===== config.mk =====
export PLATFORM = sky130hd
export DESIGN_NAME = gpio_pad_ctrl
export DESIGN_NICKNAME = d
export VERILOG_FILES = /design/src/rtl/gpio_ctrl_pkg.sv /design/src/rtl/gpio_pin_filter.sv /design/src/rtl/gpio_pad_ctrl.sv
export SDC_FILE = /design/constraint.sdc
export NUM_CORES = 1
export LEC_CHECK = 0
export ABC_AREA = 1
export CELL_PAD_IN_SITES_DETAIL_PLACEMENT = 0
export CELL_PAD_IN_SITES_GLOBAL_PLACEMENT = 1
export CORE_UTILIZATION = 31
export DETAILED_ROUTE_END_ITERATION = 8
export PLACE_DENSITY = 0.58
export REMOVE_ABC_BUFFERS = 1
export SETUP_SLACK_MARGIN = 0.4
export SYNTH_ARGS = -nofsm -noshare
export SYNTH_HDL_FRONTEND = slang
export SYNTH_SLANG_ARGS = --single-unit

===== constraint.sdc =====
create_clock -name clock -period 5.3 [get_ports clock]
set_clock_uncertainty 0.05 [all_clocks]
set_input_delay 1.59 -clock clock [delete_from_list [all_inputs] [get_ports clock]]
set_output_delay 1.59 -clock clock [all_outputs]
set_load 0.01 [all_outputs]

===== src/rtl/gpio_ctrl_pkg.sv =====
// gpio_ctrl_pkg: shared definitions for the GPIO pad controller.
//   gpio_addr_t       - 3-bit register index type
//   ADDR_OUT..RSVD    - register map indices
package gpio_ctrl_pkg;

  typedef logic [2:0] gpio_addr_t;

  localparam gpio_addr_t ADDR_OUT      = 3'd0;
  localparam gpio_addr_t ADDR_OE       = 3'd1;
  localparam gpio_addr_t ADDR_IE       = 3'd2;
  localparam gpio_addr_t ADDR_IN       = 3'd3;
  localparam gpio_addr_t ADDR_RISE_EN  = 3'd4;
  localparam gpio_addr_t ADDR_FALL_EN  = 3'd5;
  localparam gpio_addr_t ADDR_IRQ_PEND = 3'd6;
  localparam gpio_addr_t ADDR_RSVD     = 3'd7;

endpackage


===== src/rtl/gpio_pin_filter.sv =====
// gpio_pin_filter: per-pin input conditioning.
//   Synchronizes the asynchronous pad input, optionally debounces it
//   (GPIO_CTRL_DEBOUNCE_EN), and detects qualified rising/falling edges.
// Ports:
//   clock, reset      - clock, async active-high reset
//   pad_i             - raw cell input (asynchronous)
//   ie                - input-enable currently driven to the cell
//   rise_en, fall_en  - edge enables for this pin
//   f                 - filtered input value
//   rise_pulse        - one-cycle pulse on a qualified rising edge of f
//   fall_pulse        - one-cycle pulse on a qualified falling edge of f
module gpio_pin_filter #(
  parameter int SYNC_STAGES     = 2,
  parameter int DEBOUNCE_CYCLES = 4
) (
  input  logic clock,
  input  logic reset,
  input  logic pad_i,
  input  logic ie,
  input  logic rise_en,
  input  logic fall_en,
  output logic f,
  output logic rise_pulse,
  output logic fall_pulse
);

`ifdef GPIO_CTRL_DEBOUNCE_EN
  localparam int DB_EN = 1;
`else
  localparam int DB_EN = 0;
`endif
  // The IE copy travels through as many flops as the data does, so it lines
  // up with the F sample that the cell's ie setting actually affected.
  localparam int LAT = SYNC_STAGES + ((DB_EN != 0) ? DEBOUNCE_CYCLES : 0);

  logic [SYNC_STAGES-1:0] sync_q, sync_d;
  logic [LAT-1:0]         ie_pipe_q, ie_pipe_d;
  logic                   ie_prev_q, ie_prev_d;
  logic                   f_prev_q, f_prev_d;
  logic                   sync_out, ie_ok;

  assign sync_out = sync_q[SYNC_STAGES-1];

  always_comb begin
    sync_d    = {sync_q[SYNC_STAGES-2:0], pad_i};
    ie_pipe_d = {ie_pipe_q[LAT-2:0], ie};
    ie_prev_d = ie_pipe_q[LAT-1];
    f_prev_d  = f;
  end

  always_ff @(posedge clock or posedge reset) begin
    if (reset) begin
      sync_q    <= '0;
      ie_pipe_q <= '0;
      ie_prev_q <= 1'b0;
      f_prev_q  <= 1'b0;
    end else begin
      sync_q    <= sync_d;
      ie_pipe_q <= ie_pipe_d;
      ie_prev_q <= ie_prev_d;
      f_prev_q  <= f_prev_d;
    end
  end

`ifdef GPIO_CTRL_DEBOUNCE_EN
  localparam int CW = $clog2(DEBOUNCE_CYCLES + 1);
  localparam logic [CW-1:0] CNT_LAST = CW'(DEBOUNCE_CYCLES - 1);

  logic [CW-1:0] cnt_q, cnt_d;
  logic          f_q, f_d;

  // F flips on the edge that would bring the count to DEBOUNCE_CYCLES, so the
  // total input latency is exactly SYNC_STAGES + DEBOUNCE_CYCLES.
  always_comb begin
    cnt_d = cnt_q;
    f_d   = f_q;
    if (sync_out == f_q) begin
      cnt_d = '0;
    end else if (cnt_q == CNT_LAST) begin
      f_d   = sync_out;
      cnt_d = '0;
    end else begin
      cnt_d = cnt_q + CW'(1);
    end
  end

  always_ff @(posedge clock or posedge reset) begin
    if (reset) begin
      cnt_q <= '0;
      f_q   <= 1'b0;
    end else begin
      cnt_q <= cnt_d;
      f_q   <= f_d;
    end
  end

  assign f = f_q;
`else
  assign f = sync_out;
`endif

  // Both F samples must have been taken with the cell enabled; otherwise the
  // cell's forced 0 during an IE change would look like a real edge.
  assign ie_ok      = ie_pipe_q[LAT-1] & ie_prev_q;
  assign rise_pulse =  f & ~f_prev_q & rise_en & ie_ok;
  assign fall_pulse = ~f &  f_prev_q & fall_en & ie_ok;

endmodule


===== src/rtl/gpio_pad_ctrl.sv =====
// gpio_pad_ctrl: register-mapped controller for a bank of generic GPIO cells.
//   Drives pad o/oe/ie from registers, conditions pad i through a per-pin
//   filter and collects edges into a sticky W1C IRQ_PEND register.
//   Optional debounce on the input path: define GPIO_CTRL_DEBOUNCE_EN.
// Ports:
//   clock, reset                  - clock, async active-high reset
//   req_valid/ready/write/addr/wdata - single-beat register request
//   resp_valid/ready/rdata        - register response (rdata 0 for writes)
//   pad_i                         - from cell i (asynchronous)
//   pad_o, pad_oe, pad_ie         - to cell o/oe/ie, straight from flops
//   irq                           - OR of IRQ_PEND
module gpio_pad_ctrl
  import gpio_ctrl_pkg::*;
#(
  parameter int NPINS           = 8,
  parameter int SYNC_STAGES     = 2,
  parameter int DEBOUNCE_CYCLES = 4
) (
  input  logic             clock,
  input  logic             reset,
  input  logic             req_valid,
  output logic             req_ready,
  input  logic             req_write,
  input  gpio_addr_t       req_addr,
  input  logic [NPINS-1:0] req_wdata,
  output logic             resp_valid,
  input  logic             resp_ready,
  output logic [NPINS-1:0] resp_rdata,
  input  logic [NPINS-1:0] pad_i,
  output logic [NPINS-1:0] pad_o,
  output logic [NPINS-1:0] pad_oe,
  output logic [NPINS-1:0] pad_ie,
  output logic             irq
);

  logic [NPINS-1:0] out_q, out_d;
  logic [NPINS-1:0] oe_q, oe_d;
  logic [NPINS-1:0] ie_q, ie_d;
  logic [NPINS-1:0] rise_en_q, rise_en_d;
  logic [NPINS-1:0] fall_en_q, fall_en_d;
  logic [NPINS-1:0] pend_q, pend_d;
  logic [NPINS-1:0] rdata_q, rdata_d;
  logic             resp_valid_q, resp_valid_d;

  logic [NPINS-1:0] in_f, rise_p, fall_p, rd_mux;
  logic             accept;

  for (genvar k = 0; k < NPINS; k++) begin : g_pin
    gpio_pin_filter #(
      .SYNC_STAGES    (SYNC_STAGES),
      .DEBOUNCE_CYCLES(DEBOUNCE_CYCLES)
    ) u_filt (
      .clock     (clock),
      .reset     (reset),
      .pad_i     (pad_i[k]),
      .ie        (ie_q[k]),
      .rise_en   (rise_en_q[k]),
      .fall_en   (fall_en_q[k]),
      .f         (in_f[k]),
      .rise_pulse(rise_p[k]),
      .fall_pulse(fall_p[k])
    );
  end

  assign req_ready = !resp_valid_q || resp_ready;
  assign accept    = req_valid && req_ready;

  // Read data reflects register contents before this cycle's updates.
  always_comb begin
    rd_mux = '0;
    case (req_addr)
      ADDR_OUT:      rd_mux = out_q;
      ADDR_OE:       rd_mux = oe_q;
      ADDR_IE:       rd_mux = ie_q;
      ADDR_IN:       rd_mux = in_f;
      ADDR_RISE_EN:  rd_mux = rise_en_q;
      ADDR_FALL_EN:  rd_mux = fall_en_q;
      ADDR_IRQ_PEND: rd_mux = pend_q;
      default:       rd_mux = '0;
    endcase
  end

  always_comb begin
    out_d        = out_q;
    oe_d         = oe_q;
    ie_d         = ie_q;
    rise_en_d    = rise_en_q;
    fall_en_d    = fall_en_q;
    pend_d       = pend_q;
    resp_valid_d = resp_valid_q;
    rdata_d      = rdata_q;

    if (accept && req_write) begin
      case (req_addr)
        ADDR_OUT:      out_d     = req_wdata;
        ADDR_OE:       oe_d      = req_wdata;
        ADDR_IE:       ie_d      = req_wdata;
        ADDR_RISE_EN:  rise_en_d = req_wdata;
        ADDR_FALL_EN:  fall_en_d = req_wdata;
        ADDR_IRQ_PEND: pend_d    = pend_q & ~req_wdata;
        default:       ;
      endcase
    end
    // Applied after the clear so a same-cycle edge keeps its bit set.
    pend_d = pend_d | rise_p | fall_p;

    if (accept) begin
      resp_valid_d = 1'b1;
      rdata_d      = req_write ? '0 : rd_mux;
    end else if (resp_ready) begin
      resp_valid_d = 1'b0;
    end
  end

  always_ff @(posedge clock or posedge reset) begin
    if (reset) begin
      out_q        <= '0;
      oe_q         <= '0;
      ie_q         <= '0;
      rise_en_q    <= '0;
      fall_en_q    <= '0;
      pend_q       <= '0;
      rdata_q      <= '0;
      resp_valid_q <= 1'b0;
    end else begin
      out_q        <= out_d;
      oe_q         <= oe_d;
      ie_q         <= ie_d;
      rise_en_q    <= rise_en_d;
      fall_en_q    <= fall_en_d;
      pend_q       <= pend_d;
      rdata_q      <= rdata_d;
      resp_valid_q <= resp_valid_d;
    end
  end

  assign pad_o      = out_q;
  assign pad_oe     = oe_q;
  assign pad_ie     = ie_q;
  assign resp_valid = resp_valid_q;
  assign resp_rdata = rdata_q;
  assign irq        = |pend_q;

endmodule


==> results_dict.tcl, run 1 <==
set metrics [dict create \
    seq_area_frac_synth_pct 59.5 \
    utilization_pct 38.7 \
    synth.distinct_cells 32 \
    antenna_found_initial 0 \
    setup_ws_ps 925 \
    pwr-share-comb_pct 17.7 \
    synth_xor_area_share_pct 0 \
    final-hold-violation-count 0 \
    hold_ws_ps 299 \
    required_ps 3660 \
    start_kind "input pin" \
    slew_viol_final 0 \
    grt_pass1_wl_um 18100 \
    power_density_nw_per_um2 412 \
    synth_compound_area_share_pct 8.08 \
    final_layout_size_suffix_gt1_share_pct 10.6 \
    cts.sinks 105 \
    dr.pass1.iters 4 \
    clock.fmax_mhz 229 \
    yosys.area_share.simple_pct 24.2 \
    rows 43 \
    timing.setup.tns_ps 0 \
    die_w_um 121 \
    synthAdderAreaFrac_pct 0 \
    setup.worst_path.class "input pin to primary output" \
    io_pins 59 \
    p_clk_share_pct 33.8 \
    antenna_left 0 \
    crit_family "buffers and inverters" \
    status "complete, no violations" \
    io_buffer_count 58 \
    place_hpwl_um 7080 \
    slew_headroom_pct 50.1 \
    synth_top_family_by_area "simple AND/OR/NAND/NOR gates" \
    synth_mux_area_share_pct 0 \
    vias 3169 \
    grt.total_usage_pct 17.1 \
    drt_iter0_markers 161 \
    drcViolationCount 0 \
    yosys_warnings 0 \
    setup_violations 0 \
    worstMarginPinSlew_ps 746 \
    postCtsSetupBuffers 0 \
    grt_max_degree 55 \
    syn_area_per_cell_sq_um 10.1 \
    finalWeightedCongestion 0.722 \
    leakage_nw 2.46 \
    rsz0062_at_grt "false" \
    clockBufferDepth 2 \
    switching_power_mw 0.623 \
    numCtsBuffers 9 \
    dieHeight_um 121 \
    postCtsHoldBufs 0 \
    cts_tree "done" \
    drt-vias-per-instance 4.72 \
    min_period_ps 4380 \
    fill_cells 1431 \
    cp_cell_sequence "clkdlybuf4s50_1, inv_1, nand2_2, clkdlybuf4s50_1" \
    endpoint_kind "primary output" \
    ys_seq_elements 105 \
    routedWlPerCell_um 16.7 \
    num_antenna_cells 0 \
    arrival_ps 2740 \
    die_area_sq_um 14700 \
    path_clk_slew_ps 70 \
    cap_violations 0 \
    clockRootBuffer "clkbuf_16" \
    worst-path-max-fanout 4 \
    post_cts_resized 0 \
    overflow 0 \
    cp_slowest_stage_delay_ps 550 \
    period_share_pct 82.6 \
    core_sq_um 13900 \
    dp_worst_setup_slack_ps 912 \
    cp_slowest_cell "clkdlybuf4s50_1" \
    ir_drop_v 0.000213 \
    critPathMostFrequentCell "clkdlybuf4s50_1" \
    wl_um 11300 \
    p_int_mw 1.59 \
    pwr-share-seq_pct 48.4 \
    num-nets-final 511 \
    clk_latency_ps 360 \
    total_power_mw 2.22 \
    grt_pass1_vias 3300 \
    netSwitchingFraction_pct 28.1 \
    start_util_pct 31.8 \
    netlist_instances 437 \
    area_growth_syn_to_layout_pct 21.7 \
    hold_class "flip-flop to flip-flop" \
    syn_area_sq_um 4420 \
    crit_buf_inv 3 \
    cts.htree.levels 3 \
]
==> routing by layer <==
metal	wire, um	vias to the layer above	global-route usage [%]
met5	0	-	0
met4	205	0	6.10
met3	474	13	4.42
met2	5270	70	26.9
met1	5300	1541	22.6
li1	-	1545	-
==> synth_stat cells <==
cell type | n | share of area, %
nor2_8 | 3 | 1.4
nand3_4 | 2 | 0.79
a21oi_2 | 5 | 0.99
nand4_1 | 38 | 5.4
o21ai_1 | 1 | 0.11
o21ai_0 | 33 | 3.7
dfrtp_1 | 105 | 60
nor2_4 | 3 | 0.77
nand2_1 | 91 | 7.7
nor3_1 | 1 | 0.11
a21o_1 | 6 | 1.0
nor4_1 | 2 | 0.28
inv_2 | 2 | 0.17
buf_8 | 2 | 0.68
nor2_1 | 42 | 3.6
buf_6 | 9 | 2.3
nor3_2 | 1 | 0.23
buf_12 | 1 | 0.45
nor3_4 | 1 | 0.37
nand3_1 | 18 | 2.0
nor2_2 | 3 | 0.43
nand2_2 | 3 | 0.43
buf_1 | 2 | 0.17
clkinv_2 | 1 | 0.11
nand2_4 | 2 | 0.51
buf_2 | 2 | 0.23
nand3_2 | 1 | 0.23
inv_1 | 28 | 2.4
a21oi_1 | 16 | 1.8
o2111ai_1 | 2 | 0.40
buf_4 | 9 | 1.5
clkbuf_1 | 2 | 0.17
==> worst register-to-register path, cell delays in order (launching register included) <==
cell     delay, ps
dfrtp_1        390
nand2_2        130
nand2_2        210
nor3_2         450
buf_4          240
nand2_1         60
nand2_1         60
==> logic make-up after synthesis <==
| group | count (synthesis) |
|---|---|
| DFF | 105 |
| AOI/OAI and AO/OA | 63 |
| buffers and inverters | 58 |
| and+or+nand+nor | 211 |
==> cell type report <==
type / count / area, sq um / area share (%)
well taps: 180 / 225 / 4.19
inverters: 31 / 120 / 2.23
clock buffers: 10 / 239 / 4.45
clock inverters: 6 / 96.3 / 1.79
flip-flops and latches: 105 / 2630 / 48.9
multi-input cells: 274 / 1430 / 26.5
repair buffers: 66 / 641 / 11.9
==> state kept, by name, summed over array words and instances (netlist names) <==
signal,flops
fall_en_q,8
pad_o,8
g_pin.u_filt.sync_q,16
g_pin.u_filt.ie_prev_q,8
g_pin.u_filt.f_prev_q,8
pad_ie,8
g_pin.u_filt.ie_pipe_q,16
pad_oe,8
rise_en_q,8
resp_valid,1
resp_rdata,8
pend_q,8
==> metrics by stage <==
| step | instance area [sq um] | cells |
|---|---|---|
| after detailed placement | 5040 | 656 |
| final | 5380 | 672 |
| after global placement | 5040 | 656 |
| after floorplan | 4170 | 410 |
| after CTS | 5380 | 672 |
| after global routing | 5380 | 672 |
==> path summary, 6_finish.rpt <==
kind                                                           from  slack [ps]                             endpoint  cells past startpoint
worst max register to register               resp_valid$_DFFE_PP0P_        3650            resp_rdata[1]$_DFFE_PP0P_                      6
max in group asynchronous                                     reset        2700                  pend_q[3]$_DFF_PP0_                      3
worst min register to register  g_pin[6].u_filt.sync_q[0]$_DFF_PP0_         300  g_pin[6].u_filt.sync_q[1]$_DFF_PP0_                      0
worst min-delay path            g_pin[6].u_filt.sync_q[0]$_DFF_PP0_         300  g_pin[6].u_filt.sync_q[1]$_DFF_PP0_                      0
min in group asynchronous                                     reset        1630  g_pin[2].u_filt.sync_q[0]$_DFF_PP0_                      2
worst max-delay path                                     resp_ready         920                            req_ready                      4
==> cell usage in the layout (no fill, tap or decap) <==
master,count
inv_6,2
o21ai_1,1
clkbuf_8,1
nand2_2,3
clkinvlp_4,1
nand2_1,91
inv_8,1
nor4_1,2
nor2_1,42
inv_1,27
o21ai_0,33
bufinv_16,2
dfrtp_1,105
nor3_2,1
buf_4,8
inv_4,1
clkdlybuf4s50_1,58
nand4_1,38
clkbuf_16,9
a21oi_1,16
nand3_4,2
clkinv_2,1
nand2_4,2
nand3_1,18
nand3_2,1
a21o_1,6
a21oi_2,5
nor2_2,3
o2111ai_1,2
inv_2,2
nor3_1,1
nor3_4,1
nor2_4,3
nor2_8,3
==> power by group through the flow <==
stage	Sequential, mW	Combinational (mW)	Clock (mW)
floorplan	1.09	0.171	0
global placement	1.09	0.394	0
detailed placement	1.09	0.397	0
CTS	1.08	0.399	0.770
global route	1.10	0.443	0.800
finish	1.07	0.393	0.750
Note: power is estimated with default switching activity, not from simulation.
==> run 2: changes to the inputs <==
Clock period 5.3 ns to 4.1 ns, I/O delays scaled along.
==> run 2 against run 1 <==
Compared with the run above:
- sequential share of layout area up 0.23 points
- flip-flop and latch count stayed put
- sequential power up 30%
- cell count down 0.30%
- global-route usage fell by 0.29 points
- first-iteration DRC count is 0.62% lower
- die area did not move
- non-clock buffer count is the same
- clock power up 16%
- register-to-register slack lost 1200 ps
- critical endpoint unchanged
- highest routed layer unchanged
==> results_dict.tcl, run 2 (synthesized netlist as in run 1, its figures left out) <==
set metrics [dict create \
    status "complete, no violations" \
    clockBufferDepth 2 \
    setup.worst_path.class "input pin to primary output" \
    postCtsHoldBufs 0 \
    start_kind "input pin" \
    cts.htree.levels 3 \
    final_cell_mix "dfrtp_1 (105), nand2_1 (91), clkdlybuf4s50_1 (57)" \
    postCtsSetupBuffers 0 \
    arrival_ps 2020 \
    min_period_ps 3300 \
    crit_buf_inv 3 \
    vias 3146 \
    cts.sinks 105 \
    slew_headroom_pct 57.1 \
    worstMarginPinSlew_ps 644 \
    drt_iter0_markers 160 \
    final-hold-violation-count 0 \
    antenna_found_initial 0 \
    clk_latency_ps 350 \
    grt_max_degree 57 \
    start_util_pct 31.8 \
    path_clk_slew_ps 60 \
    reg.largest.list "g_pin.u_filt.ie_pipe_q x16, g_pin.u_filt.sync_q x16" \
    final_layout_size_suffix_gt1_share_pct 10.0 \
    timing.setup.tns_ps 0 \
    cts_tree "done" \
    crit_family "buffers and inverters" \
    fill_cells 1396 \
    num-nets-final 511 \
    dp_worst_setup_slack_ps 417 \
    num_antenna_cells 0 \
    antenna_left 0 \
    rows 43 \
    drcViolationCount 0 \
    dieHeight_um 121 \
    required_ps 2820 \
    grt.total_usage_pct 16.8 \
    routedWlPerCell_um 16.5 \
    io_pins 59 \
    period_share_pct 80.4 \
    endpoint_kind "primary output" \
    io_buffer_count 58 \
    place_hpwl_um 7140 \
    numCtsBuffers 9 \
    power_density_nw_per_um2 518 \
    rsz0062_at_grt "false" \
    finalWeightedCongestion 0.734 \
    setup_ws_ps 803 \
    drt-vias-per-instance 4.70 \
    cap_violations 0 \
    core_sq_um 13900 \
    setup_violations 0 \
    placed_area_sq_um 5050 \
    final_common_cell "dfrtp_1" \
    grt_pass1_vias 3286 \
    slew_viol_final 0 \
    overflow 0 \
    cp_slowest_cell "clkdlybuf4s50_1" \
    leakage_nw 2.45 \
    cp_slowest_stage_delay_ps 460 \
    clock.fmax_mhz 303 \
    clockRootBuffer "clkbuf_16" \
    worst-path-max-fanout 4 \
    hold_class "flip-flop to flip-flop" \
    cp_cell_sequence "clkdlybuf4s50_1, inv_1, nand2_2, dlymetal6s2s_1" \
    dr.pass1.iters 4 \
    area_growth_syn_to_layout_pct 21.2 \
    die_w_um 121 \
    fin_area_sq_um 5350 \
    die_area_sq_um 14700 \
    ir_drop_v 0.000284 \
    wl_um 11000 \
    grt_pass1_wl_um 18000 \
]
==> run 2: per-stage QoR <==
step | total power [mW] | hold WS [ps] | util (%) | instances
after floorplan | 1.62 | 281 | - | 410
after global placement | 1.92 | 282 | 36.4 | 656
after detailed placement | 1.93 | 285 | 36.4 | 656
after CTS | 2.82 | 300 | 38.5 | 670
after global routing | 2.94 | 308 | 38.5 | 670
final | 2.77 | 299 | 38.5 | 670
==> run 2: layout make-up <==
class / instances / area (sq um) / area share [%]
clock inverter: 2 / 38.8 / 0.725
sequential: 105 / 2630 / 49.1
multi-input combinational: 274 / 1430 / 26.7
inverter: 31 / 120 / 2.25
clock buffer: 12 / 256 / 4.79
timing repair buffer: 66 / 656 / 12.3
tap: 180 / 225 / 4.21
==> run 2: worst paths after layout <==
check                                                    start                             endpoint  slack, ps  cells past startpoint
setup / recovery                                    resp_ready                            req_ready        800                      4
hold / removal             g_pin[3].u_filt.sync_q[0]$_DFF_PP0_  g_pin[3].u_filt.sync_q[1]$_DFF_PP0_        300                      0
setup reg to reg                        resp_valid$_DFFE_PP0P_            resp_rdata[7]$_DFFE_PP0P_       2430                      6
hold reg to reg            g_pin[3].u_filt.sync_q[0]$_DFF_PP0_  g_pin[3].u_filt.sync_q[1]$_DFF_PP0_        300                      0
max in group asynchronous                                reset   g_pin[0].u_filt.f_prev_q$_DFF_PP0_       2010                      3
min in group asynchronous                                reset  g_pin[2].u_filt.sync_q[0]$_DFF_PP0_       1260                      2
==> run 2: repair_timing <==
item | CTS | global route
hold endpoints to repair | 0 | 0
gates resized for setup | 0 | 1
setup endpoints to repair | 0 | 1
==> run 2: power breakdown <==
part / switching, mW / internal, mW / total [mW]
clock: 0.368 / 0.501 / 0.870
sequential: 0.141 / 1.25 / 1.39
combinational: 0.258 / 0.252 / 0.509
==> run 2: per-layer routing <==
layer | track usage (%) | share of wire (%)
met1 | 22.0 | 48
met2 | 27.1 | 46
met3 | 4.23 | 4.1
met4 | 5.40 | 1.6
met5 | 0 | 0
